**src/rtl/full_adder_structural.sv**
```systemverilog
// ============================================================================
// Module   : full_adder_structural
// Brief    : Gate-level one-bit full adder (per-bit datapath of serial_adder).
// Revision : 1.0 - initial release
// ============================================================================
`default_nettype none

module full_adder_structural (
    input  wire logic a,
    input  wire logic b,
    input  wire logic cin,
    output wire logic s,
    output wire logic cout
);

    wire logic w_axb;
    wire logic w_ab;
    wire logic w_cab;

    xor g_x0 (w_axb, a, b);
    xor g_x1 (s, w_axb, cin);
    and g_a0 (w_ab, a, b);
    and g_a1 (w_cab, w_axb, cin);
    or  g_o0 (cout, w_ab, w_cab);

endmodule

`default_nettype wire

```
**src/rtl/serial_adder.sv**
```systemverilog
// ============================================================================
// Module   : serial_adder
// Brief    : Bit-serial WIDTH-bit adder, LSB first, one full adder per cycle.
// Revision : 1.0 - initial release
// ============================================================================
`default_nettype none

module serial_adder #(
    parameter int WIDTH = 8
) (
    input  logic             clk,
    input  logic             reset,
    input  logic             start,
    input  logic [WIDTH-1:0] a,
    input  logic [WIDTH-1:0] b,
    input  logic             cin,
    output logic             busy,
    output logic             done,
    output logic [WIDTH-1:0] sum,
    output logic             cout
);

    localparam logic [1:0] c_IDLE  = 2'd0;
    localparam logic [1:0] c_ADD   = 2'd1;
    localparam logic [1:0] c_DONE  = 2'd2;
    localparam int         c_CNT_W = $clog2(WIDTH) + 1;

    logic [1:0]         r_state;
    logic [1:0]         w_next;
    logic [WIDTH-1:0]   r_sa;
    logic [WIDTH-1:0]   r_sb;
    logic [WIDTH-2:0]   r_acc;
    logic [WIDTH-1:0]   r_sum;
    logic               r_carry;
    logic               r_cout;
    logic [c_CNT_W-1:0] r_cnt;
    logic               w_fa_s;
    logic               w_fa_c;
    logic               w_last;
    logic [WIDTH-1:0]   w_acc_sh;

    full_adder_structural u_fa (
        .a    (r_sa[0]),
        .b    (r_sb[0]),
        .cin  (r_carry),
        .s    (w_fa_s),
        .cout (w_fa_c)
    );

    assign w_last   = (r_cnt == c_CNT_W'(WIDTH - 1));
    // Accumulator holds WIDTH-1 bits; the final bit completes the sum directly.
    assign w_acc_sh = {w_fa_s, r_acc};

    always_comb begin
        w_next = r_state;
        case (r_state)
            c_IDLE:  if (start) w_next = c_ADD;
            c_ADD:   if (w_last) w_next = c_DONE;
            c_DONE:  w_next = start ? c_ADD : c_IDLE;
            default: w_next = c_IDLE;
        endcase
    end

    always_ff @(posedge clk) begin
        if (reset) begin
            r_state <= c_IDLE;
            r_sa    <= '0;
            r_sb    <= '0;
            r_acc   <= '0;
            r_sum   <= '0;
            r_carry <= 1'b0;
            r_cout  <= 1'b0;
            r_cnt   <= '0;
        end else begin
            r_state <= w_next;
            case (r_state)
                c_IDLE, c_DONE: begin
                    if (start) begin
                        r_sa    <= a;
                        r_sb    <= b;
                        r_carry <= cin;
                        r_acc   <= '0;
                        r_cnt   <= '0;
                    end
                end
                c_ADD: begin
                    r_sa    <= r_sa >> 1;
                    r_sb    <= r_sb >> 1;
                    r_carry <= w_fa_c;
                    r_acc   <= w_acc_sh[WIDTH-1:1];
                    r_cnt   <= r_cnt + c_CNT_W'(1);
                    // Result registers change only at completion so they stay
                    // stable through IDLE and the following operation.
                    if (w_last) begin
                        r_sum  <= w_acc_sh;
                        r_cout <= w_fa_c;
                    end
                end
                default: ;
            endcase
        end
    end

    always_comb begin
        busy = (r_state == c_ADD);
        done = (r_state == c_DONE);
    end

    assign sum  = r_sum;
    assign cout = r_cout;

endmodule

`default_nettype wire

```
**config.mk**
```make
export PLATFORM = sky130hd
export DESIGN_NAME = serial_adder
export DESIGN_NICKNAME = d
export VERILOG_FILES = /design/src/rtl/full_adder_structural.sv /design/src/rtl/serial_adder.sv
export SDC_FILE = /design/constraint.sdc
export NUM_CORES = 1
export LEC_CHECK = 0
export ABC_AREA = 1
export CELL_PAD_IN_SITES_DETAIL_PLACEMENT = 1
export CELL_PAD_IN_SITES_GLOBAL_PLACEMENT = 2
export CORE_UTILIZATION = 32
export CTS_CLUSTER_DIAMETER = 100
export DETAILED_ROUTE_END_ITERATION = 16
export PLACE_DENSITY = 0.89
export RECOVER_POWER = 50
export SLEW_MARGIN = 20
export SYNTH_ARGS = -nofsm -noshare
export SYNTH_HDL_FRONTEND = slang
export SYNTH_HIERARCHICAL = 1
export SYNTH_SLANG_ARGS = --single-unit
```
**constraint.sdc**
```tcl
create_clock -name clk -period 2.01 [get_ports clk]
set_input_delay 0.402 -clock clk [delete_from_list [all_inputs] [get_ports clk]]
set_output_delay 0.402 -clock clk [all_outputs]
set_load 0.1 [all_outputs]
```
==> parameters.txt <==
Parameter                              Value

Layout
  Footprint of the multi-input gates    between 800 and 900 um^2
  Number of nets in the layout    slightly below 300
  Synth-to-Final Area Change    22.6%
  Proportion of layout cells with a drive suffix above 1    between 10% and 20%
  Area taken by flip-flops and latches    approximately 780 um^2
  Fill cell count    680
  Post-route non-filler standard cell count    339
  Area of all placed cells without fillers    between 0.002 and 0.0025 mm^2
  Leading cell type in the layout, fill and taps excluded    nand3_1
  Number of diodes    0
  Commonest cells after routing, fill and taps aside    nand3_1, nand2_1, dfxtp_1

Place
  Placement Cell Area    0.00211 mm^2
  Quantity of I/O buffers inserted on ports    30
  Placer's final routability congestion estimate    ~0.75
  Post-detail-place hpwl    between 3 and 4 mm
  Post-placement cell count    331

Worst setup path
  Worst Setup Start Kind    register
  Crit-path slowest cell    dfxtp_1
  Worst Setup Path Type    reg -> out
  Endpoint kind of the worst setup timing path    output port
  Longest individual stage delay on the worst path    around 530 ps
  Worst Path Max Fanout    17
  Ordered cell list for the critical path    inv_4 > nor2_4 > buf_12
  WP data required    between 1500 and 2000 ps
  Data arrival time of the critical path    roughly 1400 ps

Floorplanning
  Number of rows created at floorplan    26
  I/O pins    31
  Initial core utilization    between 30% and 40%
  X dimension of the die    about 77 um
  Die ar.    slightly below 0.006 mm^2
  Floorplan core area    about 0.0053 mm^2
  Y dimension of the die    a little under 80 um

STA
  RSZ-0062 raised after global routing    false
  Final-report max-slew violation count    0
  Time the final worst path needs with I/O delays and setup    about 1800 ps
  Headroom to the max-slew limit    57.1%
  Actual slew at the worst max-slew pin    ~640 ps
  Setup violation total in the final timing report    0
  Final count of hold timing violations    0
  Fmax    556 MHz
  Summed negative setup slack over all endpoints    0 ps
  Clock Skew    9.07 ps
  Final period utilization    slightly below 90%

Clock network
  Clock Tree Root    clkbuf_8
  Clock-pin transition on the worst setup and hold timing paths    around 80 ps
  Maximum level of the CTS H-tree    2
  TritonCTS sink count    39
  Resized Gates After CTS    0
  Hold_buf cts    0
  Post-CTS Setup Bufs    0
  Number of clock buffers inserted by TritonCTS    5
  Clock insertion delay at the later pin of the skew report    just under 300 ps
  CTS tree    built
  Maximum root-to-sink buffer count    2

Drt
  Number of nets still failing antenna checks after routing    0
  Vias per inst    just under 5
  Number of detailed-routing iterations run before antenna repair    4
  Vias    roughly 1700
  DRC violation total after the first TritonRoute iteration    between 60 and 70
  Routed length per instance    roughly 13 um
  Final WL    about 4.5 mm
  Number of design rule violations left after detail routing    0

Power and ir drop
  Share of total power in combinational logic    about an eighth
  Sw Ratio    between 20% and 30%
  Power density of the placed cells    825 mW/mm^2
  Peak ir drop on the vdd network    approximately 0.33 mV
  Leak pwr    approximately 0.00094 uW
  Flop pwr share    about 45%
  Share of total power in the clock network    42.7%
  Internal power    roughly 1400 uW
  Switching power    440 uW

Yosys
  Post-synthesis area per instance    around 7.5 um^2
  Number of distinct library cells after synthesis    20
  Proportion of synthesized chip area in sequential cells    43.2%
  Warnings from Yosys    6
  FF+latch count, synth    39
  Synth Net Count    roughly 260
  Post-synthesis cell count    between 200 and 250
  Cell area after synthesis    0.00181 mm^2

Global routing
  Total track usage    between 10% and 20%
  Initial antenna violation count    0
  Number of global-route vias before repair    about 1700
  Largest net degree at the start of global routing    30
  Global-route wire length before repair    between 7 and 8 mm
  Congestion Overflow GR    0

Outcome
  Result of the run    finished clean

Hold path
  Class of the tightest hold or removal check    reg -> reg

Job
  Number of maximum-capacitance constraint violations    0
==> power by group through the flow <==
stage	combinational, uW	clock [uW]	sequential, uW
after floorplan	168	0	834
after global placement	223	0	843
after detailed placement	227	0	844
after CTS	228	805	826
after global routing	246	835	830
final	222	781	826
==> cell type report <==
| class | count | area share, % |
|---|---|---|
| Sequential cell | 39 | 35.2 |
| Tap cell | 70 | 3.95 |
| Timing Repair Buffer | 36 | 14.5 |
| Inverter | 22 | 3.84 |
| Clock inverter | 2 | 2.71 |
| Multi-Input combinational cell | 164 | 36.5 |
| Clock buffer | 6 | 3.27 |
==> cell families after synthesis <==
logic type                 Yosys count  synth area share [%]
AOI/OAI and AO/OA                   30                  8.31
buffers and inverters               39                  11.7
DFF                                 39                  43.2
adders and majority gates            2                  1.80
and+or+nand+nor                    132                  35.0
==> registers in the layout (all words and copies together) (netlist names) <==
name / flops
r_sb: 8
r_carry: 1
r_acc: 7
sum: 8
cout: 1
r_sa: 8
r_state: 2
r_cnt: 4
==> synthesized netlist by cell type, drive strengths merged <==
master,n,share of area [%]
clkbuf,3,0.62
a21oi,28,7.8
buf,14,6.4
fa,1,1.1
nand2,43,9.9
inv,22,4.7
ha,1,0.69
nor2,13,4.0
o21ai,2,0.55
nand3,76,21
dfxtp,39,43
==> stage by stage <==
step	power (uW)	hold WS, ps	setup slack (ps)	util (%)
after floorplan	1000	456	186	-
after CTS	1860	480	176	42.6
after detailed placement	1070	466	266	40.1
after global routing	1910	494	133	42.0
final	1830	474	212	42.0
after global placement	1070	462	364	40.1
==> critical path, delay by kind of cell (launching register included) <==
family / cells / cell delay, ps
AND/OR/NAND/NOR: 1 / 200
flip-flops: 1 / 530
buffers and inverters: 2 / 370
==> path summary, 6_finish.rpt <==
check	startpoint	endpoint	slack, ps	cells past startpoint
setup reg to reg	r_state[0]	sum[2]	280	5
setup / recovery	r_state[0]	busy	210	3
hold / removal	sum[5]	sum[5]	470	2
hold reg to reg	sum[5]	sum[5]	470	2
==> per-layer routing <==
metal  routed length (um)  GRT usage [%]  vias up  part of all wire (%)
met3                  122           3.33        5                   2.7
met5                    0              0        -                     0
li1                     -              -      852                     -
met1                 2160           20.7      797                    48
met2                 2150           26.7       21                    48
met4                   61           6.79        0                   1.4
Note: power is estimated with default switching activity, not from simulation.
